==> config.mk <==
export PLATFORM = sky130hd
export DESIGN_NAME = memory_access_controller
export DESIGN_NICKNAME = d
export VERILOG_FILES = /design/src/rtl/mini_src_mem_pkg.sv /design/src/rtl/wait_state_counter.sv /design/src/rtl/memory_access_controller.sv
export SDC_FILE = /design/constraint.sdc
export NUM_CORES = 1
export LEC_CHECK = 0
export ABC_AREA = 1
export BUFFER_PORTS_ARGS = -buffer_cell sky130_fd_sc_hd__buf_2
export CAP_MARGIN = 0
export CORE_MARGIN = 8
export CORE_UTILIZATION = 49
export CTS_BUF_LIST = sky130_fd_sc_hd__clkbuf_8
export CTS_CLUSTER_DIAMETER = 50
export DETAILED_ROUTE_END_ITERATION = 7
export PLACE_DENSITY = 0.89
export SYNTH_ARGS = -nofsm -noshare
export SYNTH_HDL_FRONTEND = slang
export SYNTH_HIERARCHICAL = 1
export SYNTH_SLANG_ARGS = --single-unit
==> constraint.sdc <==
create_clock -name clock -period 2 [get_ports clock]
set_clock_uncertainty 0.15 [all_clocks]
set_input_delay 0.2 -clock clock [delete_from_list [all_inputs] [get_ports clock]]
set_output_delay 0.2 -clock clock [all_outputs]
set_load 0.01 [all_outputs]
==> src/rtl/mini_src_mem_pkg.sv <==
// Shared definitions for the CPU-to-RAM memory access sequencer:
// FSM state encoding, default bus widths and RAM geometry.
package mini_src_mem_pkg;

  localparam int MEM_ADDR_WIDTH = 9;
  localparam int MEM_DATA_WIDTH = 32;
  localparam int MEM_WORDS      = 512;
  localparam int CNT_WIDTH      = 4;

  typedef enum logic [2:0] {
    ST_IDLE     = 3'd0,
    ST_READ     = 3'd1,
    ST_WRITE    = 3'd2,
    ST_COMPLETE = 3'd3,
    ST_HOLD     = 3'd4
  } mem_state_e;

endpackage

==> src/rtl/wait_state_counter.sv <==
// Down-counter that measures the RAM wait states of one access.
// Loaded once per access, stops at zero and never wraps.
module wait_state_counter
  import mini_src_mem_pkg::*;
#(
  parameter int WIDTH = CNT_WIDTH
) (
  input  logic             clock,
  input  logic             clear,
  input  logic             load,
  input  logic [WIDTH-1:0] load_val,
  input  logic             enable,
  output logic             zero
);

  logic [WIDTH-1:0] r_count;

  // Count register: load has priority, then saturating decrement.
  always_ff @(posedge clock or negedge clear) begin
    if (!clear) begin
      r_count <= {WIDTH{1'b0}};
    end else if (load) begin
      r_count <= load_val;
    end else if (enable && (r_count != {WIDTH{1'b0}})) begin
      r_count <= r_count - WIDTH'(1);
    end
  end

  assign zero = (r_count == {WIDTH{1'b0}});

endmodule

==> src/rtl/memory_access_controller.sv <==
// Sequencer between the CPU datapath (MAR/MDR) and a synchronous single-port RAM
// with configurable wait states; mem_done lets the control unit stall on an access.
module memory_access_controller
  import mini_src_mem_pkg::*;
#(
  parameter int ADDR_WIDTH  = MEM_ADDR_WIDTH,
  parameter int DATA_WIDTH  = MEM_DATA_WIDTH,
  parameter int WAIT_STATES = 1
) (
  input  logic                  clock,
  input  logic                  clear,
  input  logic                  read_req,
  input  logic                  write_req,
  input  logic [ADDR_WIDTH-1:0] mar_addr,
  input  logic [DATA_WIDTH-1:0] mdr_out,
  output logic [DATA_WIDTH-1:0] mdatain,
  output logic                  mem_done,
  output logic                  busy,
  output logic [ADDR_WIDTH-1:0] ram_addr,
  output logic [DATA_WIDTH-1:0] ram_wdata,
  output logic                  ram_re,
  output logic                  ram_we,
  input  logic [DATA_WIDTH-1:0] ram_rdata
);

  localparam logic [CNT_WIDTH-1:0] LP_WAIT_LOAD = CNT_WIDTH'(WAIT_STATES);

  mem_state_e r_state;
  mem_state_e w_next_state;

  logic                  w_load;
  logic                  w_capture;
  logic                  w_cnt_en;
  logic                  w_cnt_zero;
  logic [DATA_WIDTH-1:0] r_mdatain;
  logic [ADDR_WIDTH-1:0] r_ram_addr;
  logic [DATA_WIDTH-1:0] r_ram_wdata;
  logic                  r_ram_re;
  logic                  r_ram_we;
  logic                  r_mem_done;
  logic                  r_busy;

  assign w_cnt_en = (r_state == ST_READ) || (r_state == ST_WRITE);

  wait_state_counter #(
    .WIDTH (CNT_WIDTH)
  ) u_wait_cnt (
    .clock    (clock),
    .clear    (clear),
    .load     (w_load),
    .load_val (LP_WAIT_LOAD),
    .enable   (w_cnt_en),
    .zero     (w_cnt_zero)
  );

  // Next-state decode; requests are only looked at in IDLE, COMPLETE and HOLD.
  always_comb begin
    w_next_state = r_state;
    w_load       = 1'b0;
    w_capture    = 1'b0;
    case (r_state)
      ST_IDLE: begin
        if (read_req) begin
          w_next_state = ST_READ;
          w_load       = 1'b1;
        end else if (write_req) begin
          w_next_state = ST_WRITE;
          w_load       = 1'b1;
        end else begin
          w_next_state = ST_IDLE;
        end
      end
      ST_READ: begin
        if (w_cnt_zero) begin
          w_next_state = ST_COMPLETE;
          w_capture    = 1'b1;
        end else begin
          w_next_state = ST_READ;
        end
      end
      ST_WRITE: begin
        if (w_cnt_zero) begin
          w_next_state = ST_COMPLETE;
        end else begin
          w_next_state = ST_WRITE;
        end
      end
      ST_COMPLETE: begin
        if (read_req || write_req) begin
          w_next_state = ST_HOLD;
        end else begin
          w_next_state = ST_IDLE;
        end
      end
      ST_HOLD: begin
        // Level requests must drop before another access may start.
        if (!read_req && !write_req) begin
          w_next_state = ST_IDLE;
        end else begin
          w_next_state = ST_HOLD;
        end
      end
      default: begin
        w_next_state = ST_IDLE;
      end
    endcase
  end

  // State, latched access operands and registered strobes.
  always_ff @(posedge clock or negedge clear) begin
    if (!clear) begin
      r_state     <= ST_IDLE;
      r_mdatain   <= {DATA_WIDTH{1'b0}};
      r_ram_addr  <= {ADDR_WIDTH{1'b0}};
      r_ram_wdata <= {DATA_WIDTH{1'b0}};
      r_ram_re    <= 1'b0;
      r_ram_we    <= 1'b0;
      r_mem_done  <= 1'b0;
      r_busy      <= 1'b0;
    end else begin
      r_state <= w_next_state;
      if (w_load) begin
        r_ram_addr <= mar_addr;
        if (!read_req) begin
          r_ram_wdata <= mdr_out;
        end
      end
      if (w_capture) begin
        r_mdatain <= ram_rdata;
      end
      // Strobes follow the next state so they line up with the state register.
      r_ram_re   <= (w_next_state == ST_READ);
      r_ram_we   <= (w_next_state == ST_WRITE);
      r_mem_done <= (w_next_state == ST_COMPLETE);
      r_busy     <= (w_next_state != ST_IDLE);
    end
  end

  assign mdatain   = r_mdatain;
  assign mem_done  = r_mem_done;
  assign busy      = r_busy;
  assign ram_addr  = r_ram_addr;
  assign ram_wdata = r_ram_wdata;
  assign ram_re    = r_ram_re;
  assign ram_we    = r_ram_we;

endmodule

Word level (Yosys, flattened, before mapping)

Index checks and enable logic that the tools add are counted.

Flip-flop bits (word level): 84
Input bits: 77
Output and inout bits: 77

Bitwise operators: 1
Reduce and logical (&&, ||, !) cells: 12
Mux-type cells: 14
Equality and inequality tests: 7
Add/sub/neg operators: 1

Operator list:

| cell                  | number |
|---|---|
| $pmux W3 S5           | 1 |
| $eq A3 B2 Y1 const B  | 4 |
| $mux W4               | 2 |
| $eq A3 B1 Y1 const B  | 2 |
| $mux W1               | 6 |
| $mux W2               | 3 |
| $mux W3               | 2 |
| $logic_not A4 Y1      | 1 |
| $reduce_bool A4 Y1    | 1 |
| $sub A4 B1 Y4 const B | 1 |
| $eq A3 B3 Y1 const B  | 1 |
| $logic_not A3 Y1      | 1 |
| $reduce_bool A3 Y1    | 1 |
| $logic_and A1 B1 Y1   | 2 |
| $logic_not A1 Y1      | 2 |
| $logic_or A1 B1 Y1    | 2 |
| $reduce_and A2 Y1     | 1 |
| $reduce_bool A2 Y1    | 1 |
| $not A1 Y1            | 1 |

Logic depth before layout (Yosys ltp)

Depth after elaboration: 5
Gate-level depth with buffers: 10

Cells and area by module

Netlist, hierarchy kept.

By module, submodules not included:

| module                   | instances | area an instance (um2) | sequential area each (um2) | cells an instance |
|---|---|---|---|---|
| memory_access_controller | 1         | 3161.8                 | 2001.9                     | 348 |
| wait_state_counter       | 1         | 295.3                  | 100.1                      | 46 |

Least setup slack after synthesis

No wires, ideal clock.

Path type: register -> register
Start point: register u_wait_cnt.r_count[0]
End point: register r_mdatain[0], in the netlist mdatain[0]
Cell stages (with the launch flop): 10
Path buffers: 2
Slack: 451 ps
Required time: 1720 ps
Arrival time: 1269 ps
Cells stage by stage: dfrtp_1 inv_1 ha_1 nand2_2 inv_1 nand3_2 buf_6 buf_6 nand2_1 o21ai_0

Longest elaborated chain between the ends: 3

RTL lines:

| what                   | RTL line                        | RTL |
|---|---|---|
| from (decl)            | wait_state_counter.sv:16        | `logic [WIDTH-1:0] r_count;` |
| from (signal assigned) | wait_state_counter.sv:21        | `r_count <= {WIDTH{1'b0}};` |
| from (signal assigned) | wait_state_counter.sv:23        | `r_count <= load_val;` |
| from (signal assigned) | wait_state_counter.sv:25        | `r_count <= r_count - WIDTH'(1);` |
| $logic_not A4 Y1       | wait_state_counter.sv:29        | `assign zero = (r_count == {WIDTH{1'b0}});` |
| named net w_cnt_zero   | memory_access_controller.sv:34  | `logic w_cnt_zero;` |
| $mux W1                | memory_access_controller.sv:74  | `if (w_cnt_zero) begin` |
| $mux W1                | memory_access_controller.sv:61  | `case (r_state)` |
| to (signal assigned)   | memory_access_controller.sv:113 | `r_mdatain <= {DATA_WIDTH{1'b0}};` |
| to (signal assigned)   | memory_access_controller.sv:129 | `r_mdatain <= ram_rdata;` |
| to (decl)              | memory_access_controller.sv:35  | `logic [DATA_WIDTH-1:0] r_mdatain;` |

The timed path passes the listed nets, and every way through them passes these cells.
A chain may end at the register's enable or synchronous reset.

Worst setup path after layout

Start point: register r_state[0]
End point: register u_wait_cnt.r_count[2]

Elaborated cells between the ends (all ways): 8
Classes of those cells: eq/ne (2); mux (2); reduce/logical (4)

RTL lines:

| what                                                 | RTL line                        | RTL |
|---|---|---|
| from (decl)                                          | memory_access_controller.sv:28  | `mem_state_e r_state;` |
| from (signal assigned)                               | memory_access_controller.sv:121 | `r_state <= w_next_state;` |
| $logic_not A3 Y1 (*)                                 | memory_access_controller.sv:61  |  |
| $mux W1 (*)                                          | memory_access_controller.sv:61  |  |
| named net w_load                                     | memory_access_controller.sv:31  | `logic w_load;` |
| $mux W4 / $reduce_bool A2 Y1 (equally long branches) | --                              |  |

The timed path passes the listed nets; every way through them passes the cells marked *.

==> impl_results.md <==
* FP Rows at 30
* Gr ovfl total at 0
* Post-CTS setup buffer count at 0
* XOR/XNOR Fraction of Synth Area at 0%
* Max VDD drop at 0.7415 mV
* Critical path class: reg -> reg
* Pre-antenna DRT Iters at 4
* Root Driver: clkbuf_8
* Mean post-synth cell area at 8.774 µm²
* Largest family of logic cells by synthesized area: simple AND/OR/NAND/NOR gates
* TritonCTS clock tree: built
* CTS Buf Count at 9
* Initial DRC count at 137
* Vias at ~3400
* Multi-input gate area at 1082 µm²
* CP peak stage delay at 0.46 ns
* Global-route wire length before repair at between 15000 and 20000 µm
* Flop pwr share at 40.1%
* Vias in the first global route at about 3700
* PwrDens at between 1000 and 1500 nW/µm²
* Final setup viols at 0
* WP data arrival at 1.82 ns
* Synth Area in Simple Gates at 25.59%
* Initial antenna violation count at 2
* Crit-path leading delay family: simple AND/OR/NAND/NOR gates
* Drt drc at 0
* Hold Vio Cnt, Final at 0
* Vias per inst at 4.636
* TNS Setup at 0 ns
* HPWL Detailed at 6595 µm
* Ports at 154
* Max Clk Rate at 574.5 MHz
* Post-synthesis sequential area ratio at 60.80%
* Setup crit start: r_state[0]
* Sw Ratio at 39.80%
* Die height at 100.0 µm
* Die width at 100.0 µm
* Slew @ Worst Pin at between 0.5 and 0.6 ns
* Share of cells above drive strength 1 at roughly 30%
* Register area at 2102 µm²
* Largest net degree at the start of global routing at 66
* Nets at 704
* Adder-cell share of the synthesized area at 0.3619%
* Cells after synthesis at 394
* CP dominant cell by count: nand2_1
* H-tree levels at 3
* Initial core utilization at between 50% and 60%
* Final Power at 0.007494 W
* Die area at 9999 µm²
* Pleak at between 3 and 4 nW
* ANT nets after route at 0
* Buf/Inv on CP at 3
* Synthesis warning total at 6
* Max cap viols at 0
* Slowest cell on crit path: dfrtp_1
* Status: finished, final reports clean
* FF-to-FF setup slack at 0.26 ns
* Synth unique cells at 24
* HP Class: in -> reg
* Area delta synth->final at 52.77%
* Clock transition at path regs at 0.08 ns
* Crit-path max FO at 17
* Max-slew violations at 0
* Cell Area, Synth at 3457 µm²
* Min Tclk post-route at 1.741 ns
* GRT Util Overall at 21.62%
* Pint at 0.004511 W
* Worst-skew pair later-pin latency at 0.33 ns
* Psw at around 0.0030 W
* Fillers at 434
* Startpoint types: register
* Relative slew slack at 64.45%
* Cells along the critical path: nor2_4 -> nand2_2 -> inv_2 -> nand2_2 -> inv_4 -> inv_2 -> nand2_1 -> nand2_1 -> nand2_1 -> nand2_1
* R2r startpoint: r_state[0]
* I/O Buffers at 153
* RSZ-0062 raised after global routing: false
* WL/cell at 14.39 µm
* #FFs+latches synth at 84
* Capturing element type of the critical path: register
* Final period util at 87.03%
* Comb pwr share at 43.1%
* Post-synthesis mux area share at 0%
* Clock Sinks at 84
* Post-Route WL at around 10000 µm
* Clk pwr share at 16.7%
* CP required at 2.08 ns
* Hold path start: read_req
* Complex-gate fraction of the synthesized area at 4.922%
* Max Root-Sink Buffers at 2
* RD Place Congestion at between 0.8 and 0.9
* CORE AREA at 6794 µm²
## worst register-to-register path, cell delays in order (launching register included)
cell and delay [ns]:
dfrtp_1 0.46, nor2_4 0.20, nand2_2 0.11, inv_2 0.07
nand2_2 0.13, inv_4 0.19, inv_2 0.09, nand2_1 0.08
nand2_1 0.06, nand2_1 0.06, nand2_1 0.04
## power by group through the flow
stage / combinational, W / sequential [W] / clock [W]
3_3_place_gp: 0.00296 / 0.00297 / 0
6_report: 0.00323 / 0.00301 / 0.00125
4_1_cts: 0.00321 / 0.00299 / 0.00129
5_1_grt: 0.00362 / 0.00311 / 0.00135
3_5_place_dp: 0.00311 / 0.00300 / 0
2_1_floorplan: 0.00148 / 0.00334 / 0
## synthesized netlist by cell type (all sizes together)
cell    count  area share [%]
and2        1            0.18
buf        11             3.0
clkbuf      2            0.22
clkinv      1            0.11
conb        2            0.22
dfrtp      84              61
ha          1            0.36
inv        43             4.7
nand2     190              21
nand3       8             1.3
nand3b      2            0.43
nand4       1            0.36
nor2       13             2.0
o21ai      34             4.9
or2         1            0.18
## through the flow
step / hold slack [ns] / setup WS, ns / std cells / util, % / area (µm²)
detailed placement: 0.06839 / 0.2602 / 637 / 63.70 / 4328
global placement: 0.05628 / 0.3673 / 637 / 63.70 / 4328
global route: 0.1306 / 0.1423 / 728 / 77.70 / 5279
CTS: 0.09194 / 0.2542 / 726 / 77.62 / 5274
finish: 0.1035 / 0.2594 / 729 / 77.73 / 5281
floorplan: -0.2456 / 0.4510 / 396 / - / 3465
## state kept, by name, indices dropped and copies added, names as in the netlist
signal,cells
r_state,3
mem_done,1
ram_addr,9
ram_wdata,32
mdatain,32
ram_re,1
busy,1
ram_we,1
u_wait_cnt/r_count,4
## cell type report
cell class | instances | share of cell area, %
Sequential cell | 84 | 39.80
Timing Repair Buffer | 232 | 30.23
Multi-Input combinational cell | 255 | 20.49
Inverter | 44 | 3.175
Clock buffer | 9 | 2.345
Tap cell | 96 | 2.274
Clock inverter | 6 | 1.540
Antenna cell | 3 | 0.1421
## routing by layer
layer / global-route usage [%] / vias up / wire length (µm)
met3: 6.367 / 38 / 747
met4: 12.56 / 0 / 467
met2: 37.51 / 148 / 5322
met5: 0 / - / 0
met1: 22.85 / 1549 / 3954
li1: - / 1645 / -
## final timing paths
| path | endpoint | depth (start not counted) |
|---|---|---|
| min in group asynchronous | ram_wdata[16] | 2 |
| setup / recovery | u_wait_cnt/r_count[2] | 10 |
| hold / removal | r_state[0] | 3 |
| setup reg to reg | u_wait_cnt/r_count[2] | 10 |
| hold reg to reg | ram_wdata[20] | 2 |
| max in group asynchronous | mdatain[29] | 3 |
## placed cells by master, fill, tap and decap left out, drive strengths merged
cell         instances
nand3b               2
buf                158
bufinv               2
diode                3
clkbuf               9
ha                   1
nand3                8
nand2              190
nor2                13
nand4                1
o21ai               34
inv                 44
or2                  1
and2                 1
dlygate4sd3         74
clkinv               3
conb                 4
dfrtp               84
clkinvlp             1
## what timing repair did
item,in CTS,in global routing
gates resized for setup,0,0
hold buffers,74,0
endpoints found under the hold margin,113,0
## kinds of logic (layout without fill, tap and decap cells)
logic type / Yosys count / after routing
AO/OA/AOI/OAI: 34 / 34
other: 2 / 7
AND/OR/NAND/NOR: 216 / 216
adder cells (fa/ha/maj): 1 / 1
buffers and inverters: 57 / 291
flip-flops: 84 / 84
Note: power is estimated with default switching activity, not from simulation.
